`config.mk`:
```
export PLATFORM = sky130hd
export DESIGN_NAME = cluster_size_finder
export DESIGN_NICKNAME = d
export VERILOG_FILES = /design/src/rtl/cluster_size_finder.sv
export SDC_FILE = /design/constraint.sdc
export NUM_CORES = 2
export LEC_CHECK = 0
export CORE_MARGIN = 4
export CORE_UTILIZATION = 40
export CTS_BUF_LIST = sky130_fd_sc_hd__clkbuf_4 sky130_fd_sc_hd__clkbuf_8 sky130_fd_sc_hd__clkbuf_16
export DETAILED_ROUTE_END_ITERATION = 8
export DONT_BUFFER_PORTS = 1
export GPL_TIMING_DRIVEN = 0
export PLACE_DENSITY = 0.6
export SYNTH_ARGS = -nofsm -noshare
export SYNTH_HDL_FRONTEND = slang
export SYNTH_SLANG_ARGS = --single-unit
```
`constraint.sdc`:
```
create_clock -name clock -period 22 [get_ports clock]
set_input_delay 3.3 -clock clock [delete_from_list [all_inputs] [get_ports clock]]
set_output_delay 3.3 -clock clock [all_outputs]
set_load 0.05 [all_outputs]
```
`src/rtl/cluster_size_finder.sv`:
```
// cluster_size_finder: two-stage pipelined cluster seed and size finder for GEM S-bit frames.
// Runs of set pads are split into chunks of at most MAX_SIZE pads from their low end.
module cluster_size_finder #(
  parameter int N_SBITS = 64,
  parameter int MAX_SIZE = 8,
  parameter int MAX_CLUSTERS = 8,
  parameter int CW = $clog2(MAX_SIZE),
  parameter int NW = $clog2(N_SBITS + 1)
) (
  input  logic                  clock,
  input  logic                  reset,
  input  logic                  en,
  input  logic [N_SBITS-1:0]    sbits_in,
  input  logic                  valid_in,
  output logic [N_SBITS-1:0]    seeds_out,
  output logic [N_SBITS*CW-1:0] sizes_out,
  output logic [NW-1:0]         n_clusters_out,
  output logic                  overflow_out,
  output logic                  valid_out
);
  localparam int W = 2 * MAX_SIZE;
  localparam int LW = $clog2(W + 1);

  logic [N_SBITS-1:0]    start_d, start_q, seeds_d;
  logic [LW-1:0]         len_d [N_SBITS];
  logic [LW-1:0]         len_q [N_SBITS];
  logic                  valid_q;
  logic [N_SBITS+W-1:0]  padded;
  logic [N_SBITS*CW-1:0] sizes_d;
  logic [NW-1:0]         count_d;

  // Length of the run of ones starting at bit 0 of the window, saturating at the window width.
  function automatic logic [LW-1:0] ones_run(input logic [W-1:0] w);
    logic [LW-1:0] n;
    logic go;
    n = '0;
    go = 1'b1;
    for (int k = 0; k < W; k++) begin
      go = go & w[k];
      n = n + LW'(go);
    end
    return n;
  endfunction

  assign padded = {{W{1'b0}}, sbits_in};
  assign start_d = sbits_in & ~{sbits_in[N_SBITS-2:0], 1'b0};

  for (genvar i = 0; i < N_SBITS; i++) begin : g_len
    assign len_d[i] = ones_run(padded[i +: W]);
  end

  always_ff @(posedge clock or posedge reset) begin
    if (reset) begin
      start_q <= '0;
      valid_q <= 1'b0;
      for (int i = 0; i < N_SBITS; i++) len_q[i] <= '0;
    end else if (en) begin
      start_q <= start_d;
      valid_q <= valid_in;
      for (int i = 0; i < N_SBITS; i++) len_q[i] <= len_d[i];
    end
  end

  // A pad MAX_SIZE above a seed is another seed while the run is still longer than one chunk.
  always_comb begin
    logic [LW-1:0] m;
    m = '0;
    seeds_d = start_q;
    sizes_d = '0;
    count_d = '0;
    for (int i = MAX_SIZE; i < N_SBITS; i++)
      seeds_d[i] = seeds_d[i] | (seeds_d[i-MAX_SIZE] & (len_q[i-MAX_SIZE] > LW'(MAX_SIZE)));
    seeds_d = valid_q ? seeds_d : '0;
    for (int i = 0; i < N_SBITS; i++) begin
      m = len_q[i] > LW'(MAX_SIZE) ? LW'(MAX_SIZE) : len_q[i];
      sizes_d[i*CW +: CW] = seeds_d[i] ? CW'(m - 1'b1) : '0;
      count_d = count_d + NW'(seeds_d[i]);
    end
  end

  always_ff @(posedge clock or posedge reset) begin
    if (reset) begin
      seeds_out <= '0;
      sizes_out <= '0;
      n_clusters_out <= '0;
      overflow_out <= 1'b0;
      valid_out <= 1'b0;
    end else if (en) begin
      seeds_out <= seeds_d;
      sizes_out <= sizes_d;
      n_clusters_out <= count_d;
      overflow_out <= count_d > NW'(MAX_CLUSTERS);
      valid_out <= valid_q;
    end
  end
endmodule
```
* After elaboration in Yosys (flattened, before gate mapping)
Cells that the tools add are included.
** Storage, ports and cells
- Input bits :: 68
- Register bits :: 640
- Output and inout port bits :: 265
- Word-level logic and storage cells :: 2186
** Operators by class
- Mux-type cells :: 129
- $add $sub $neg :: 967
- Bitwise gates (word level) :: 954
- $lt $le $gt $ge :: 65
** Operators with widths (count)
- 5-bit by 1-bit adder with 5-bit output :: 594
- 1-bit bitwise AND :: 896
- 7-bit by 1-bit adder with 7-bit output :: 57
- 3-bit two-way mux :: 126
- 4-bit by 1-bit adder with 5-bit output :: 61
- 5-bit by 4-bit greater-than comparator with 1-bit output, second input constant :: 60
- 3-bit by 1-bit adder with 4-bit output :: 62
- 3-bit by 1-bit subtractor with 3-bit output, second input constant :: 64
- 2-bit by 1-bit adder with 3-bit output :: 63
- 1-bit by 1-bit adder with 2-bit output :: 64
- 64-bit bitwise AND :: 1
- 64-bit two-way mux :: 1
- 64-bit NOT :: 1
- 1-bit bitwise OR :: 56
- 6-bit by 1-bit adder with 7-bit output :: 1
- 7-bit by 4-bit greater-than comparator with 1-bit output, second input constant :: 1
- 5-bit by 1-bit adder with 6-bit output :: 1
- 1-bit by 4-bit greater-than comparator with 1-bit output, second input constant :: 1
- 2-bit by 4-bit greater-than comparator with 1-bit output, second input constant :: 1
- 3-bit by 4-bit greater-than comparator with 1-bit output, second input constant :: 1
- 4-bit greater-than comparator, second input constant :: 1
- 2-bit two-way mux :: 1
- 1-bit two-way mux :: 1

* Longest topological paths before layout
- Depth after elaboration :: 80
- Gate-level depth with buffers :: 27
- Gate-level depth less buffers :: 27

* Worst setup path after synthesis
OpenSTA, ideal clock, no wires.
- Kind :: input-to-reg
- From :: input port sbits_in[35]
- To :: register len_q[167] (netlist bit)
- Arrival time :: 7671 ps
- Required time :: 21875 ps
- Setup time :: 125 ps
- Buffers on the path :: 2
- Stages on the path :: 22
- Setup slack :: 14205 ps
- Cell sequence :: buf_2 nand3_1 inv_1 and2_1 buf_2 nand2_1 nor2_1 inv_1 nor2_1 nand2_1 fa_1 inv_1 fa_1 inv_1 fa_1 fa_1 inv_1 ha_1 inv_1 fa_1 xnor2_1 mux2_2
** On the way
- Longest elaborated chain between the ends :: 12
- Elaborated cells between the ends (all ways) :: 22
- Those cells by class :: 11 x add/sub; 11 x bitwise
** RTL lines
- start, declared :: line 13 : input logic [N_SBITS-1:0] sbits_in,
- 1-bit bitwise AND (*) :: line 39 : go = go & w[k];
- 5-bit by 1-bit adder with 5-bit output / 1-bit bitwise AND (equally long branches) (10 in series) :: line 40, 39
- 5-bit by 1-bit adder with 5-bit output (*) :: line 40 : n = n + LW'(go);
- end, declared :: line 26 : logic [LW-1:0] len_q [N_SBITS];
Mark *: on every way between the ends. The rest lies on a longest branch, timed or not.
A chain may end at the register's enable or synchronous reset.

* Worst setup path in the final report
- From :: register len_q[290] (netlist bit)
- To :: register overflow_out
** On the way
- Elaborated cells between the ends (all ways) :: 68
- Those cells by class :: 51 x add/sub; 2 x order compare; 1 x mux; 14 x bitwise
** RTL lines
- 5-bit by 4-bit greater-than comparator with 1-bit output :: line 72 : seeds_d[i] = seeds_d[i] | (seeds_d[i-MAX_SIZE] & (len_q[i-MAX_SIZE] > LW'(MAX_SIZE)));
- 1-bit bitwise AND :: line 72
- 1-bit bitwise OR :: line 72
- 1-bit bitwise AND :: line 72
- 1-bit bitwise OR :: line 72
- 1-bit bitwise AND :: line 72
- 1-bit bitwise OR :: line 72
- 64-bit two-way mux :: line 73 : seeds_d = valid_q ? seeds_d : '0;
- net seeds_d[29] :: line 24 : logic [N_SBITS-1:0] start_d, start_q, seeds_d;
- 7-bit by 1-bit adder with 7-bit output (35 in series) :: line 77 : count_d = count_d + NW'(seeds_d[i]);
- 7-bit by 4-bit greater-than comparator with 1-bit output :: line 92 : overflow_out <= count_d > NW'(MAX_CLUSTERS);
- end signal, assigned :: line 92
- end, declared :: line 18 : output logic overflow_out,
The timed path passes the listed nets, and every way through them passes these cells.

==> metrics.txt <==
status=completed; Final Critical Period=9.62 ns; Die Height=371 microns; FF+latch count, synth=622; nets@finish=6,643; CP Launch Type=register; GPL Wtd Cong=1.01; Max-slew headroom=2.66%; Min-Delay Path Depth=1; Die X=371 microns; Post-CTS Hold Buffers=0; I/O Buffers=0; grt ovf=0; Clock Path Buffers=3; clock sink count=622; setup violators final=0; CTS buffer count=76; YS warnings=0; Synth Area in Adders=30.4%; hold crit path type=reg2reg; final WL=211,000 microns; Vias per Instance=5.59; Die ar.=0.138 sq mm; Distinct cells, synth=79; CP required=22.56 ns; DR WL/cell=28.4 microns; Area growth, synth to finish=10.1%; first-pass GRT wire length=303,000 microns; largest family of logic cells by synthesized area=adder cells; max_cap viols=0; Worst-path clk slew=0.06 ns; Ports=333; commonest non-fill, non-tap cell in the layout=inv_1; clk_lat worst skew=0.73 ns; Syn Nets=6,555; Clock Skews=0.0579 ns; Tot Pwr=3.77 mW; final core utilization=44.6%; Synth area leaders=dfrtp_1 (30%), fa_1 (21%), ha_1 (9.6%); Fin. Hold Viols=0; commonest non-fill, non-tap cells in the layout=inv_1 (935), nand2_1 (691), dfrtp_1 (622), fa_1 (547), nor2_1 (406); initial detailed-routing violation count=4,141; post-synthesis instance area=0.0527 sq mm; DRC viols=0; number of synthesized flops with an enable pin=0; vias in the first global route=42.5k; Mapped Cells=5,536; DR pass1 iterations=6; Async SR Flop Fraction=100%; initial cell density of the core=40.5%; std cell rows=132; P_leak=28.8 nW; post-synthesis mux area share=3.90%; Synth Area in Compound Gates=10.9%; max-slew violation total from the final report=0; via count=41.5k; Root Buffer=clkbuf_16; Post-synth top flop=dfrtp_1; Period Utilization, post-route=43.7%; CTS tree=built; initial antenna violation count=14; crit path capture type=register; RSZ-0062 raised after global routing=false; Synth Area in XOR/XNOR=2.83%; WS Path Type=reg2reg; Final ANT Viol Nets=0; Yosys top cell by area=dfrtp_1; Post-Synth Simple-Gate Area=14.0%; H-tree depth=3; Syn Area/Cell=9.52 sq um; peak supply drop=0.0000544 V; Yosys top cell area share=29.5%; share of cells above drive strength 1=7.53%; Core ar.=0.130 sq mm; CTS resizes=0; final-layout fill cell count=12.7k; Post-CTS Setup Bufs=0; gr usage total=30.7%; hpwl dp=170,000 microns; CP Data Arrival Time=10.18 ns; worst hold margin=0.474 ns; power per cell area=65.1 mW/mm^2; CP Max Fanout=6; Worst-Margin Slew=1.46 ns; largest net degree at the start of global routing=119; Fmax achieved=104 MHz; Reg2Reg Depth=25; register area share after synthesis=29.5%
[worst max-delay path: stages, from the launching register on]
cell	delay, ns
dfrtp_1	0.42
or4_1	0.55
a31oi_1	0.61
o21bai_1	0.30
nand2_1	0.81
a2bb2oi_2	0.83
inv_1	0.16
fa_1	0.57
inv_1	0.05
fa_1	0.46
fa_1	0.42
fa_1	0.50
inv_1	0.06
fa_1	0.46
fa_1	0.52
fa_1	0.56
inv_1	0.06
fa_1	0.53
inv_1	0.07
fa_1	0.46
a21o_1	0.17
a21oi_1	0.23
nor2_1	0.08
a211oi_1	0.32
and3b_1	0.22
a21oi_1	0.06
[kinds of logic after synthesis]
kind of cell             count (synthesis)
adder cells (fa/ha/maj)                951
XOR/XNOR                               170
multiplexers                           182
AO/OA/AOI/OAI                          801
flip-flops                             622
AND/OR/NAND/NOR                       1643
buffers and inverters                 1167
[final timing paths]
kind,slack (ns),start,to
worst max-delay path,12.38,len_q[290]$_DFFE_PP0P_,overflow_out$_DFFE_PP0P_
worst min-delay path,0.47,len_q[20]$_DFFE_PP0P_,sizes_out[177]$_DFFE_PP0P_
worst max register to register,12.38,len_q[290]$_DFFE_PP0P_,overflow_out$_DFFE_PP0P_
worst min register to register,0.47,len_q[20]$_DFFE_PP0P_,sizes_out[177]$_DFFE_PP0P_
max in group asynchronous,18.11,reset,len_q[165]$_DFFE_PP0P_
min in group asynchronous,2.45,reset,seeds_out[2]$_DFFE_PP0P_
[Yosys cell counts, drive strengths merged, types with 52 or more instances]
cell type    n
clkbuf     183
o31ai       65
o21ai      130
a21oi      200
nor2       407
nor2b      107
inv        939
o2bb2ai    123
o211ai      52
fa         547
a21o        80
and3        89
nand3      110
dfrtp      622
xnor2      137
ha         404
mux2       182
nand2      692
and2        83
[power breakdown]
group / leakage, nW / switching [mW] / total, mW / internal [mW]
combinational: 19.1 / 0.566 / 0.883 / 0.316
sequential: 8.29 / 0.211 / 1.44 / 1.23
clock: 1.39 / 0.584 / 1.45 / 0.869
[flip-flops by register name (all words and copies together), names as in the netlist]
signal	count
valid_out	1
len_q	294
start_q	64
sizes_out	190
n_clusters_out	7
valid_q	1
seeds_out	64
overflow_out	1
[metrics by stage]
step	setup TNS [ns]	worst slack (ns)	area [sq um]	cells
6_report	0	12.38	58000	7436
5_1_grt	0	12.14	58000	7427
4_1_cts	0	12.44	58000	7427
3_5_place_dp	0	12.44	55100	7288
3_3_place_gp	-3966.18	-6.48	54900	7278
2_1_floorplan	0	1.28	52700	5536
[area by class of cell]
type	count	area [sq um]	area share, %
repair buffers	10	214	0.369
clock inverters	45	772	1.33
well taps	1742	2180	3.76
multi-input cells	3747	32700	56.4
inverters	940	3540	6.10
clock buffers	94	2100	3.62
plain buffers	227	911	1.57
diodes	9	22.5	0.0388
flip-flops and latches	622	15600	26.8
[routing by layer]
layer	up-vias	track usage (%)	wire length (microns)	share of wire, %
li1	18049	-	-	-
met1	21088	39.1	83500	40
met2	1979	48.2	94700	45
met3	426	10.0	22800	11
met4	2	12.6	9950	4.7
met5	-	0	13	0.0062
Note: power is estimated with default switching activity, not from simulation.
